**src/rtl/data_mem_pkg.sv**
```systemverilog
// Shared definitions for the data-memory initiator: size codes, sign-mask encodings,
// FSM state type and the default LED MMIO address.
package data_mem_pkg;

   localparam logic [1:0]  SIZE_BYTE    = 2'd0;
   localparam logic [1:0]  SIZE_HALF    = 2'd1;
   localparam logic [1:0]  SIZE_WORD    = 2'd2;
   localparam logic [1:0]  SIZE_ILLEGAL = 2'd3;

   localparam logic [2:0]  SIGN_MASK_BYTE = 3'b001;
   localparam logic [2:0]  SIGN_MASK_HALF = 3'b011;
   localparam logic [2:0]  SIGN_MASK_WORD = 3'b111;

   localparam logic [31:0] LED_ADDR_DEFAULT = 32'h0000_2000;

   typedef enum logic [2:0] {
      ST_IDLE  = 3'd0,
      ST_ISSUE = 3'd1,
      ST_LCAP  = 3'd2,
      ST_SWAIT = 3'd3,
      ST_RESP  = 3'd4
   } state_e;

   // data_mem sign_mask: {signed, size code}
   function automatic logic [3:0] sign_mask_f(input logic sgn, input logic [1:0] size);
      logic [3:0] mask;
      case (size)
         SIZE_BYTE: mask = {sgn, SIGN_MASK_BYTE};
         SIZE_HALF: mask = {sgn, SIGN_MASK_HALF};
         SIZE_WORD: mask = {sgn, SIGN_MASK_WORD};
         default:   mask = 4'b0000;
      endcase
      return mask;
   endfunction

   function automatic logic aligned_f(input logic [1:0] addr_lsb, input logic [1:0] size);
      logic ok;
      case (size)
         SIZE_BYTE: ok = 1'b1;
         SIZE_HALF: ok = ~addr_lsb[0];
         SIZE_WORD: ok = (addr_lsb == 2'b00);
         default:   ok = 1'b0;
      endcase
      return ok;
   endfunction

endpackage

```
**src/rtl/data_mem_master_stats.sv**
```systemverilog
// Saturating 16-bit activity counters for data_mem_master (used only when
// DATA_MEM_MASTER_STATS_EN is defined).
module data_mem_master_stats (
   input  logic        clk,
   input  logic        rst_n,
   input  logic        load_done,
   input  logic        store_done,
   input  logic        err_done,
   input  logic        stall_cycle,
   output logic [15:0] stat_loads,
   output logic [15:0] stat_stores,
   output logic [15:0] stat_errs,
   output logic [15:0] stat_stalls
);

   function automatic logic [15:0] sat_inc_f(input logic [15:0] v, input logic en);
      logic [15:0] r;
      if (en && (v != 16'hFFFF)) begin
         r = v + 16'd1;
      end else begin
         r = v;
      end
      return r;
   endfunction

   // Counter registers, cleared by reset.
   always_ff @(posedge clk) begin
      if (!rst_n) begin
         stat_loads  <= 16'd0;
         stat_stores <= 16'd0;
         stat_errs   <= 16'd0;
         stat_stalls <= 16'd0;
      end else begin
         stat_loads  <= sat_inc_f(stat_loads,  load_done);
         stat_stores <= sat_inc_f(stat_stores, store_done);
         stat_errs   <= sat_inc_f(stat_errs,   err_done);
         stat_stalls <= sat_inc_f(stat_stalls, stall_cycle);
      end
   end

endmodule

```
**src/rtl/data_mem_master.sv**
```systemverilog
// Load/store initiator for the data-memory port (valid/ready in, data_mem strobes out),
// including LED MMIO stores. Define DATA_MEM_MASTER_STATS_EN to add activity counters.
module data_mem_master
   import data_mem_pkg::*;
#(
   parameter int unsigned MEM_BYTES     = 4096,
   parameter logic [31:0] LED_ADDR      = LED_ADDR_DEFAULT,
   parameter int unsigned STALL_TIMEOUT = 15
) (
   input  logic        clk,
   input  logic        rst_n,
   input  logic        req_valid,
   output logic        req_ready,
   input  logic        req_we,
   input  logic [31:0] req_addr,
   input  logic [31:0] req_wdata,
   input  logic [1:0]  req_size,
   input  logic        req_signed,
   input  logic [3:0]  req_tag,
   output logic        rsp_valid,
   input  logic        rsp_ready,
   output logic [31:0] rsp_data,
   output logic [3:0]  rsp_tag,
   output logic        rsp_err,
   output logic [31:0] mem_addr,
   output logic [31:0] mem_write_data,
   output logic        mem_memwrite,
   output logic        mem_memread,
   output logic [3:0]  mem_sign_mask,
   input  logic [31:0] mem_read_data,
   input  logic        mem_clk_stall
`ifdef DATA_MEM_MASTER_STATS_EN
   ,
   output logic [15:0] stat_loads,
   output logic [15:0] stat_stores,
   output logic [15:0] stat_errs,
   output logic [15:0] stat_stalls
`endif
);

   localparam int unsigned TIMER_W = $clog2(STALL_TIMEOUT + 1);

   state_e             state_r, state_s;
   logic [TIMER_W-1:0] timer_r, timer_s;
   logic               we_r;
   logic [3:0]         tag_r;
   logic               accept_s, req_ok_s;
   logic               rsp_load_s, rsp_err_s;
   logic               issue_s, ready_s, rsp_valid_s, memread_s, memwrite_s;

   assign accept_s = req_valid && req_ready;

   // Request legality: size, alignment, data window, LED address is store-only.
   always_comb begin
      if ((req_size != SIZE_ILLEGAL) && aligned_f(req_addr[1:0], req_size)) begin
         req_ok_s = (req_addr < 32'(MEM_BYTES)) || (req_we && (req_addr == LED_ADDR));
      end else begin
         req_ok_s = 1'b0;
      end
   end

   // Next state, stall timer and response-capture decisions.
   always_comb begin
      state_s    = state_r;
      timer_s    = timer_r;
      rsp_load_s = 1'b0;
      rsp_err_s  = 1'b0;
      case (state_r)
         ST_IDLE: begin
            timer_s = {TIMER_W{1'b0}};
            if (accept_s && req_ok_s) begin
               state_s = ST_ISSUE;
            end else if (accept_s) begin
               state_s    = ST_RESP;
               rsp_load_s = 1'b1;
               rsp_err_s  = 1'b1;
            end else begin
               state_s = ST_IDLE;
            end
         end
         ST_ISSUE: begin
            if (we_r) begin
               state_s = ST_SWAIT;
            end else begin
               state_s = ST_LCAP;
            end
         end
         ST_LCAP: begin
            state_s    = ST_RESP;
            rsp_load_s = 1'b1;
         end
         ST_SWAIT: begin
            if (!mem_clk_stall) begin
               state_s    = ST_RESP;
               rsp_load_s = 1'b1;
            end else if (timer_r == TIMER_W'(STALL_TIMEOUT - 1)) begin
               state_s    = ST_RESP;
               rsp_load_s = 1'b1;
               rsp_err_s  = 1'b1;
            end else begin
               timer_s = timer_r + TIMER_W'(1);
            end
         end
         ST_RESP: begin
            if (rsp_ready) begin
               state_s = ST_IDLE;
            end else begin
               state_s = ST_RESP;
            end
         end
         default: state_s = ST_IDLE;
      endcase
   end

   // Next values of the registered outputs; strobes are single-cycle by construction.
   always_comb begin
      issue_s     = (state_r == ST_IDLE) && (state_s == ST_ISSUE);
      ready_s     = (state_s == ST_IDLE);
      rsp_valid_s = (state_s == ST_RESP);
      if (issue_s) begin
         memread_s  = ~req_we;
         memwrite_s = req_we;
      end else begin
         memread_s  = 1'b0;
         memwrite_s = 1'b0;
      end
   end

   // State, request latches and registered outputs; reset abandons any transaction.
   always_ff @(posedge clk) begin
      if (!rst_n) begin
         state_r        <= ST_IDLE;
         timer_r        <= {TIMER_W{1'b0}};
         we_r           <= 1'b0;
         tag_r          <= 4'd0;
         req_ready      <= 1'b0;
         rsp_valid      <= 1'b0;
         rsp_data       <= 32'd0;
         rsp_tag        <= 4'd0;
         rsp_err        <= 1'b0;
         mem_addr       <= 32'd0;
         mem_write_data <= 32'd0;
         mem_memwrite   <= 1'b0;
         mem_memread    <= 1'b0;
         mem_sign_mask  <= 4'd0;
      end else begin
         state_r      <= state_s;
         timer_r      <= timer_s;
         req_ready    <= ready_s;
         rsp_valid    <= rsp_valid_s;
         mem_memread  <= memread_s;
         mem_memwrite <= memwrite_s;
         if (accept_s) begin
            we_r  <= req_we;
            tag_r <= req_tag;
         end
         if (issue_s) begin
            mem_addr       <= req_addr;
            mem_write_data <= req_wdata;
            mem_sign_mask  <= sign_mask_f(req_signed, req_size);
         end
         if (rsp_load_s) begin
            rsp_err  <= rsp_err_s;
            rsp_tag  <= (state_r == ST_IDLE) ? req_tag : tag_r;
            rsp_data <= (state_r == ST_LCAP) ? mem_read_data : 32'd0;
         end
      end
   end

`ifdef DATA_MEM_MASTER_STATS_EN
   logic rsp_fire_s;
   assign rsp_fire_s = rsp_valid && rsp_ready;

   data_mem_master_stats u_stats (
      .clk         (clk),
      .rst_n       (rst_n),
      .load_done   (rsp_fire_s && !we_r && !rsp_err),
      .store_done  (rsp_fire_s && we_r && !rsp_err),
      .err_done    (rsp_fire_s && rsp_err),
      .stall_cycle ((state_r == ST_SWAIT) && mem_clk_stall),
      .stat_loads  (stat_loads),
      .stat_stores (stat_stores),
      .stat_errs   (stat_errs),
      .stat_stalls (stat_stalls)
   );
`endif

endmodule

```
**config.mk**
```make
export PLATFORM = sky130hd
export DESIGN_NAME = data_mem_master
export DESIGN_NICKNAME = d
export VERILOG_FILES = /design/src/rtl/data_mem_pkg.sv /design/src/rtl/data_mem_master_stats.sv /design/src/rtl/data_mem_master.sv
export SDC_FILE = /design/constraint.sdc
export NUM_CORES = 1
export LEC_CHECK = 0
export CORE_AREA = 10 10 118 120
export DETAILED_ROUTE_END_ITERATION = 10
export DIE_AREA = 0 0 128 130
export HOLD_SLACK_MARGIN = 0.03
export PLACE_DENSITY_LB_ADDON = 0.1
export SLEW_MARGIN = 20
export SYNTH_ARGS = -nofsm -noshare
export SYNTH_HDL_FRONTEND = slang
export SYNTH_SLANG_ARGS = --single-unit
export TNS_END_PERCENT = 10
```
**constraint.sdc**
```tcl
create_clock -name clk -period 2.6 [get_ports clk]
set_input_delay 0.39 -clock clk [delete_from_list [all_inputs] [get_ports clk]]
set_output_delay 0.39 -clock clk [all_outputs]
set_load 0.1 [all_outputs]
```
==> results of run 1 <==
## power by group through the flow
stage	Combinational, mW	Sequential, mW	Clock (mW)
3_5_place_dp	0.370	1.91	0
5_1_grt	0.398	1.88	2.47
2_1_floorplan	0.0984	1.97	0
6_report	0.369	1.88	2.34
4_1_cts	0.372	1.88	2.39
3_3_place_gp	0.364	1.92	0
## critical path, delay by kind of cell
family	cells	cell delay (ns)
buffers and inverters	3	0.79
AND/OR/NAND/NOR	3	0.59
AO/OA/AOI/OAI	1	0.40
multiplexers	1	0.23
adder cells (fa/ha/maj)	1	0.18
## kinds of logic after synthesis
family	after synthesis	synth area share [%]
AND/OR/NAND/NOR	188	18.7
flip-flops	121	53.8
AO/OA/AOI/OAI	53	9.59
multiplexers	53	11.8
buffers and inverters	33	3.70
adder cells (fa/ha/maj)	7	1.95
XOR/XNOR	2	0.389
## registers in the layout (all words and copies together), names as in the netlist
register / flops
mem_memwrite: 1
mem_write_data: 32
req_ready: 1
state_r: 3
tag_r: 4
rsp_err: 1
mem_sign_mask: 4
rsp_data: 32
mem_memread: 1
rsp_valid: 1
rsp_tag: 4
mem_addr: 32
we_r: 1
timer_r: 4
## layout by cell type (no fill, tap or decap), drive strengths merged, types with 7 or more instances in the layout
master	n
a21oi	11
a22o	32
and3	21
buf	127
clkbuf	25
clkdlybuf4s50	107
dfxtp	121
ha	7
mux2i	52
nand2	112
nor2	19
nor4	7
## final cells by class
class / instances / share of cell area, %
diodes: 1 / 0.0346
clock buffers: 25 / 7.14
inverters: 4 / 0.208
multi-input cells: 303 / 26.6
well taps: 147 / 2.55
clock inverters: 7 / 1.21
repair buffers: 234 / 28.7
flip-flops and latches: 121 / 33.5
## cells in the mapped netlist, drive strengths merged, types with 7 or more instances
cell,count,area share (%)
a21oi,11,1.2
a22o,32,6.2
and3,21,2.9
buf,10,1.8
clkbuf,19,1.6
dfxtp,121,54
ha,7,1.9
mux2i,52,12
nand2,112,9.3
nor2,19,1.6
nor4,7,0.97
## worst min-delay path by stage
stage                          start               endpoint  depth (start not counted)
2_1_floorplan  tag_r[0]$_SDFFE_PN0P_  tag_r[0]$_SDFFE_PN0P_                          2
3_3_place_gp   tag_r[3]$_SDFFE_PN0P_  tag_r[3]$_SDFFE_PN0P_                          2
3_5_place_dp   tag_r[3]$_SDFFE_PN0P_  tag_r[3]$_SDFFE_PN0P_                          2
4_1_cts                        rst_n   rsp_valid$_SDFF_PN0_                          2
5_1_grt                        rst_n   rsp_valid$_SDFF_PN0_                          2
6_report                       rst_n   rsp_valid$_SDFF_PN0_                          2
## per-layer routing
layer  vias to the layer above  routed length [um]  part of all wire [%]
li1                       2030                   -                     -
met1                      1874                5610                    40
met2                       132                6980                    50
met3                        14                1180                   8.4
met4                         0                 188                   1.3
met5                         -                   0                     0
## per-stage QoR
stage	hold WS, ns	TNS, ns	cell area, sq um	worst slack (ns)	util (%)
detailed placement	0.447	-5.91	6620	-0.116	56.5
global placement	0.442	-1.78	6620	-0.0342	56.5
global route	0.275	0	7220	0.154	61.7
CTS	0.267	0	7220	0.280	61.7
floorplan	0.437	0	4500	0.428	-
finish	0.284	0	7220	0.312	61.7
==> summary.txt, run 1 <==
Worst setup path
  – Launching point of the worst reg2reg path: timer_r[0]$_SDFFE_PN0P_
  – Category of the critical setup timing path: in -> reg
  – Worst R2R Path Depth: 7
  – CP startpoint: req_size[0]
  – Worst-path cell chain: clkdlybuf4s50_1, buf_4, ha_1, nor3_1, nand4_1, a2111o_1, nor2_4, buf_12, mux2i_1
  – Endpoint arrival time on the critical path: 2.61 ns
  – Destination of the worst register-to-register timing path: timer_r[3]$_SDFFE_PN0P_
  – Critical Path Start Type: primary input
  – Last element of the critical path: mem_write_data[28]$_SDFFE_PN0P_
  – Required time of the critical path: a little under 3 ns
  – Slowest cell on the critical path: clkdlybuf4s50_1
  – Flop-to-flop setup slack: about 0.65 ns
  – Worst stage delay on the critical path: 0.41 ns
  – Nature of the critical path endpoint: flop
  – Worst-path maximum fanout: 25

STA
  – Final clock skew: roughly 0.0063 ns
  – Unrepaired setup endpoints after global routing: no
  – Hold violation total from the final report: 0
  – Period Utilization, post-route: 88.0%
  – Number of slew-limit violations in the final report: 0
  – Final setup violation count: 0
  – Pin slew with the least headroom to its limit: 0.735 ns
  – Worst slew slack as a fraction of its limit: 51.0%
  – Min Clock Period, post-route: ~2.3 ns
  – Achievable Freq: ~440 MHz

Synth
  – Number of synthesis warnings: 0
  – Dominant synthesized flop cell: dfxtp_1
  – Mean instance size in the synthesized netlist: approximately 9.8 sq um
  – Post-Synthesis Net Count: 573
  – Post-Synthesis Cells: around 460
  – Fraction of registers with async set or reset after synthesis: 0%
  – Post-synthesis sequential area ratio: a little over half
  – Cell variety after synth: 36
  – Post-synth design cell area: 4500 sq um
  – Count of flip-flops with a built-in enable after synthesis: 0
  – Synth Register Bits: 121

Route
  – Final wirelength: roughly 14000 um
  – Routed vias/inst: 4.81
  – First-pass detailed-route iteration total: 4
  – DRT iter0 DRCs: 225
  – Total vias in the final route: 4050
  – Avg WL per Cell: 16.6 um
  – Antenna viol nets, final: 0
  – DRC violations left: 0

GRT
  – Global routing usage on met1: approximately 18%
  – Number of global-route vias before repair: between 4000 and 5000
  – Most Used Layer, Global Route: met2
  – Grt total ovfl: 0
  – Antenna violations before repair: 0
  – Wire length of the first global-routing pass: 21600 um
  – Overall routing resource usage: 16.3%
  – Met3 GRT Util: 6.94%
  – Pin count of the biggest net entering global routing: 85
  – Met2 track demand over resource: roughly 27%

Clock network
  – Clock buffers created by TritonCTS: 17
  – Clock root buffer: clkbuf_16
  – Maximum clock insertion buffer count: 2
  – Insertion delay to the later sink of the worst-skew pair: 0.41 ns
  – Clock-pin slew on the worst setup and hold paths: 0.05 ns
  – Clock tree from TritonCTS: done
  – Number of H-tree levels: 4
  – Number of buffers inserted to repair setup after CTS: 0
  – Number of hold buffers added after cts: 0
  – Cts repair resizes: 0
  – Number of sinks on the clock net: roughly 120

Floorplanning
  – Starting utilization of the core area: 38.4%
  – Die Outline Area: 16600 sq um
  – Vertical die dimension: 130 um
  – I/O pin count: 218
  – Row count: 40
  – Die X-Extent: 128 um
  – Core Footprint: ~12000 sq um

Power
  – Total power of the final layout: between 4 and 5 mW
  – Worst-case vdd ir drop: 0.557 mV
  – Power per cell area: 635 nW/um^2
  – Seq pwr share: roughly two fifths
  – Switching power: approximately 0.97 mW
  – Switching power as a share of total power: a little over a fifth
  – Leak pwr: 3.09 nW
  – Combinational cell fraction of total power: 8.0%
  – Internal power consumption: 3.62 mW
  – Fraction of power consumed by the clock network: 51.1%

Finish
  – Layout fillers: 988
  – Area grow syn2layout: 60.5%
  – Count of nets after finishing: between 700 and 800
  – Area taken by multi-input logic gates: 1920 sq um
  – Filler-free cell count of the finished design: 842
  – Area taken by flip-flops and latches: 2420 sq um
  – Fraction of final layout cells sized beyond drive strength 1: between 20% and 30%

Worst hold path
  – Worst hold path type: in -> reg

Place
  – Total instance count after detailed placement: 809
  – Routability cong.: 0.781
  – Detailed Place HPWL: ~11000 um
  – Number of buffers inserted by port buffering: 217

Run
  – Count of max-cap constraint violations: 0

Outcome
  – Run status: completed
Note: power is estimated with default switching activity, not from simulation.
==> run 2: changes to the inputs <==
- CORE_AREA: 10 10 118 120 -> 10 10 98 143
- DIE_AREA: 0 0 128 130 -> 0 0 108 153
==> run 2 against run 1 <==
  * Clock-buffer cell count shrank 8
  * Largest power group unchanged
  * Clock skew is essentially flat
  * Global-route usage grew 0.59 points
  * Critical path depth grew 1
  * Sequential cell count is the same
  * Sequential power is essentially flat
  * Die area shrank 0.70%
  * Sequential share of layout area shrank 0.24 points
  * Design area grew 0.71%
  * Largest cell class unchanged
  * Combinational power is essentially flat
  * Clock power grew 3%
==> summary.txt, run 2 (same netlist as run 1, synthesis figures left out) <==
Floorplanning
  – Die Outline Area: 16500 sq um
  – Row count: 48
  – I/O pin count: about 220
  – Starting utilization of the core area: 39.2%
  – Core Footprint: 11500 sq um
  – Vertical die dimension: between 150 and 200 um
  – Die X-Extent: 108 um

Route
  – Antenna viol nets, final: 0
  – DRC violations left: 0
  – Avg WL per Cell: 16.8 um
  – Final wirelength: 14200 um
  – Routed vias/inst: 4.79
  – DRT iter0 DRCs: 142
  – First-pass detailed-route iteration total: 4
  – Total vias in the final route: 4058

STA
  – Min setup slack post-route: 0.296 ns
  – Period Utilization, post-route: 88.6%
  – Final Hold Slack: 0.430 ns
  – Worst slew slack as a fraction of its limit: 65.2%
  – Unrepaired setup endpoints after global routing: no
  – Number of slew-limit violations in the final report: 0
  – Achievable Freq: 434 MHz
  – Final setup violation count: 0
  – Hold violation total from the final report: 0
  – Min Clock Period, post-route: 2.30 ns
  – Final clock skew: about 0.0065 ns
  – Pin slew with the least headroom to its limit: 0.515 ns

Clock network
  – Number of hold buffers added after cts: 0
  – Clock tree from TritonCTS: done
  – Clock root buffer: clkbuf_16
  – Number of sinks on the clock net: between 100 and 150
  – Number of buffers inserted to repair setup after CTS: 0
  – Cts repair resizes: 0
  – Clock-pin slew on the worst setup and hold paths: about 0.06 ns
  – Insertion delay to the later sink of the worst-skew pair: ~0.40 ns
  – Number of H-tree levels: 4
  – Clock buffers created by TritonCTS: 17
  – Maximum clock insertion buffer count: 2

Worst setup path
  – Worst-path maximum fanout: 32
  – Critical Path Start Type: primary input
  – Slowest cell on the critical path: clkdlybuf4s50_1
  – Worst stage delay on the critical path: between 0.5 and 0.6 ns
  – Worst-path cell chain: clkdlybuf4s50_1, inv_1, ha_1, nor3b_1, nor3_1, a2111oi_2, buf_4, o211a_1, buf_12, a22o_1
  – Nature of the critical path endpoint: flop
  – Category of the critical setup timing path: in -> reg
  – Endpoint arrival time on the critical path: 2.60 ns
  – Required time of the critical path: 2.89 ns

GRT
  – Wire length of the first global-routing pass: 22600 um
  – Grt total ovfl: 0
  – Number of global-route vias before repair: 4312
  – Overall routing resource usage: approximately 17%
  – Antenna violations before repair: 0
  – Pin count of the biggest net entering global routing: 93

Finish
  – Highest-count cells in the layout ignoring fill and taps: buf_4 (125), dfxtp_1 (121), nand2_1 (112)
  – Fraction of final layout cells sized beyond drive strength 1: 24.0%
  – Count of nets after finishing: 800
  – Diode count: 0
  – Filler-free cell count of the finished design: 847
  – Largest registers in the final layout: mem_addr x32, mem_write_data x32, rsp_data x32
  – Area grow syn2layout: 61.6%
  – Leading cell type in the layout, fill and taps excluded: buf_4

Place
  – Total instance count after detailed placement: slightly above 800
  – Dpl ws: -0.128 ns
  – Routability cong.: 0.867
  – Detailed Place HPWL: between 10000 and 15000 um
  – Number of buffers inserted by port buffering: between 200 and 250

Power
  – Power per cell area: approximately 640 nW/um^2
  – Worst-case vdd ir drop: roughly 0.38 mV
  – Switching power: 1.07 mW
  – Seq pwr share: 40.2%
  – Leak pwr: 3.10 nW
  – Switching power as a share of total power: between 20% and 30%
  – Internal power consumption: 3.60 mW
  – Fraction of power consumed by the clock network: between 50% and 60%
  – Combinational cell fraction of total power: 8.0%

Worst hold path
  – Worst hold path type: in -> reg

Run
  – Count of max-cap constraint violations: 0

Outcome
  – Run status: completed
==> run 2: power by group through the flow <==
| stage | combinational [mW] | clock [mW] | sequential (mW) |
|---|---|---|---|
| after detailed placement | 0.372 | 0 | 1.92 |
| after global placement | 0.368 | 0 | 1.92 |
| after global routing | 0.399 | 2.56 | 1.88 |
| final | 0.371 | 2.42 | 1.88 |
| after CTS | 0.374 | 2.47 | 1.88 |
| after floorplan | 0.0984 | 0 | 1.97 |
==> run 2: path summary, 6_finish.rpt <==
kind | startpoint | to | slack, ns | cells past startpoint
worst max-delay path | req_size[0] | rsp_data[20]$_SDFFE_PN0P_ | 0.30 | 10
worst min register to register | mem_addr[10]$_SDFFE_PN0P_ | mem_addr[10]$_SDFFE_PN0P_ | 0.46 | 2
worst min-delay path | rst_n | req_ready$_SDFF_PN0_ | 0.43 | 3
worst max register to register | timer_r[0]$_SDFFE_PN0P_ | rsp_data[20]$_SDFFE_PN0P_ | 0.79 | 7
==> run 2: cell type report <==
| cell class | count | area, sq um |
|---|---|---|
| Clock inverter | 15 | 193 |
| Inverter | 4 | 15.0 |
| Clock buffer | 17 | 425 |
| Multi-Input combinational cell | 303 | 1920 |
| Tap cell | 150 | 188 |
| Timing Repair Buffer | 237 | 2110 |
| Fill cell | 969 | 4200 |
| Sequential cell | 121 | 2420 |
==> run 2: critical path, delay by kind of cell <==
family	cells	cell delay, ns
adders and majority gates	1	0.22
and+or+nand+nor	2	0.49
AOI/OAI and AO/OA	3	0.53
buffers and inverters	4	0.96
==> run 2: per-stage QoR <==
step                      power [mW]  setup TNS (ns)  util (%)  area (sq um)
after floorplan                 2.06               0         -          4500
after global placement          2.28           -5.67      58.0          6660
after detailed placement        2.29           -6.39      58.0          6660
after CTS                       4.72               0      63.4          7270
after global routing            4.84               0      63.4          7270
final                           4.67               0      63.4          7270
==> run 2: layer usage <==
layer  share of wire [%]  global-route usage [%]
met1                  40                    17.9
met2                  50                    28.7
met3                 9.7                    7.66
met4                0.84                    5.75
met5                   0                       0
==> run 3: changes to the inputs <==
- clock period: 2.6 -> 2.2 ns (I/O delays scaled with it)
==> run 3 against run 2 <==
  * Design area increased by 3.9%
  * Clock skew increased by 0.0067 ns
  * Register-to-register slack got worse by 0.45 ns
  * Routed wire length increased by 4.8%
  * Hold slack got worse by 0.20 ns
  * Worst setup slack got worse by 0.24 ns
  * Critical path depth decreased by 2
==> summary.txt, run 3 (same netlist as run 1, synthesis figures left out) <==
Worst setup path
  – Nature of the critical path endpoint: flop
  – Launching point of the worst reg2reg path: timer_r[0]$_SDFFE_PN0P_
  – Crit-path leading delay family: buffers and inverters
  – Worst stage delay on the critical path: 0.47 ns
  – Required time of the critical path: 2.53 ns
  – Endpoint arrival time on the critical path: 2.47 ns
  – Flop-to-flop setup slack: 0.34 ns
  – CP startpoint: req_addr[26]
  – Critical Path Start Type: primary input
  – Worst-path maximum fanout: 8
  – Category of the critical setup timing path: in -> reg
  – Crit path buf inv count: 3
  – Slowest cell on the critical path: a2111o_1
  – Worst-path cell chain: clkdlybuf4s50_1, nor4_2, nand4_1, a2111o_1, nor2_4, buf_12, buf_8, mux2i_1

STA
  – Pin slew with the least headroom to its limit: 0.507 ns
  – Hold violation total from the final report: 0
  – Min setup slack post-route: 0.0554 ns
  – Final clock skew: 0.0132 ns
  – Final setup violation count: 0
  – Worst slew slack as a fraction of its limit: between 60% and 70%
  – Post-Route Setup TNS: 0 ns
  – Period Utilization, post-route: a little over nine tenths
  – Number of slew-limit violations in the final report: 0
  – Achievable Freq: 466 MHz
  – Final Hold Slack: about 0.23 ns
  – Min Clock Period, post-route: 2.14 ns

Finish
  – Leading cell type in the layout, fill and taps excluded: buf_4
  – Utilization of the core after routing: 65.9%
  – Area grow syn2layout: 67.9%
  – Area taken by flip-flops and latches: 2420 sq um
  – Largest registers in the final layout: mem_addr x32, mem_write_data x32, rsp_data x32
  – Layout fillers: 930
  – Area taken by multi-input logic gates: between 1500 and 2000 sq um
  – Fraction of final layout cells sized beyond drive strength 1: 26.6%
  – Diode count: 0
  – Count of nets after finishing: ~810
  – Highest-count cells in the layout ignoring fill and taps: buf_4 (130), dfxtp_1 (121), nand2_1 (112)

GRT
  – Antenna violations before repair: 0
  – Number of global-route vias before repair: 4357
  – Overall routing resource usage: between 10% and 20%
  – Wire length of the first global-routing pass: approximately 23000 um
  – Pin count of the biggest net entering global routing: about 130
  – Grt total ovfl: 0

Power
  – Leak pwr: around 3.3 nW
  – Power per cell area: just over 700 nW/um^2
  – Worst-case vdd ir drop: 0.568 mV

Floorplanning
  – Row count: 48
  – Starting utilization of the core area: 39.2%
  – I/O pin count: 218
  – Vertical die dimension: 153 um
  – Die Outline Area: 16500 sq um
  – Core Footprint: 11500 sq um
  – Die X-Extent: 108 um

Clock network
  – Clock buffers created by TritonCTS: 17
  – Clock tree from TritonCTS: done
  – Number of hold buffers added after cts: 0
  – Clock-pin slew on the worst setup and hold paths: 0.06 ns
  – Maximum clock insertion buffer count: 2
  – Number of sinks on the clock net: 121
  – Clock root buffer: clkbuf_16
  – Insertion delay to the later sink of the worst-skew pair: 0.41 ns
  – Number of H-tree levels: 4

Place
  – Dpl ws: -0.482 ns
  – Routability cong.: 0.865
  – Detailed Place HPWL: roughly 11000 um
  – Number of buffers inserted by port buffering: approximately 220

Worst hold path
  – Worst hold path type: in -> reg
  – Worst Min Path Start: req_addr[8]

Outcome
  – Run status: completed

Route
  – DRT iter0 DRCs: 147
  – Total vias in the final route: approximately 4200
  – DRC violations left: 0
  – Final wirelength: ~15000 um
  – Antenna viol nets, final: 0
  – First-pass detailed-route iteration total: 4
  – Avg WL per Cell: between 15 and 20 um
  – Routed vias/inst: 4.87

Run
  – Count of max-cap constraint violations: 0
[run 3: worst paths after layout]
kind                                     end  cells past startpoint
max          mem_write_data[25]$_SDFFE_PN0P_                      8
min                 mem_addr[8]$_SDFFE_PN0P_                      3
max reg2reg         rsp_data[5]$_SDFFE_PN0P_                      7
min reg2reg         mem_addr[8]$_SDFFE_PN0P_                      2
[run 3: worst register-to-register path, delay by kind of cell, from the launching register on]
kind / cells / cell delay (ns)
adder cells (fa/ha/maj): 1 / 0.20
flip-flops: 1 / 0.35
AND/OR/NAND/NOR: 1 / 0.21
buffers and inverters: 2 / 0.26
AO/OA/AOI/OAI: 3 / 0.76
[run 3: timing repair]
item / 4_1_cts / 5_1_grt
pin swaps: 2 / 8
gates resized for setup: 4 / 22
endpoints found under the setup margin: 36 / 109
gates cloned: 0 / 7
buffers inserted: 0 / 3
[run 3: cell type report]
type,instances,area share [%]
Sequential cell,121,32.1
Timing Repair Buffer,251,31.0
Multi-Input combinational cell,303,26.3
Clock buffer,20,6.05
Tap cell,150,2.48
Clock inverter,12,1.89
Inverter,4,0.199
[run 3: report_power, final]
part | leakage [nW] | internal [mW] | switching, mW | total, mW
Clock | 0.279 | 1.74 | 1.00 | 2.74
Sequential | 0.976 | 2.21 | 0.0107 | 2.22
Combinational | 2.04 | 0.247 | 0.213 | 0.460
[run 3: metal layers]
layer | GRT usage, % | routed length, um
met5 | 0 | 0
met4 | 4.15 | 51
met3 | 8.50 | 1500
met2 | 28.5 | 7610
met1 | 18.2 | 5740
[run 3: through the flow]
stage	instances	power, mW	area, sq um
2_1_floorplan	457	2.44	4500
3_3_place_gp	819	2.70	6670
3_5_place_dp	819	2.71	6670
4_1_cts	851	5.47	7300
5_1_grt	861	5.61	7550
6_report	861	5.42	7550
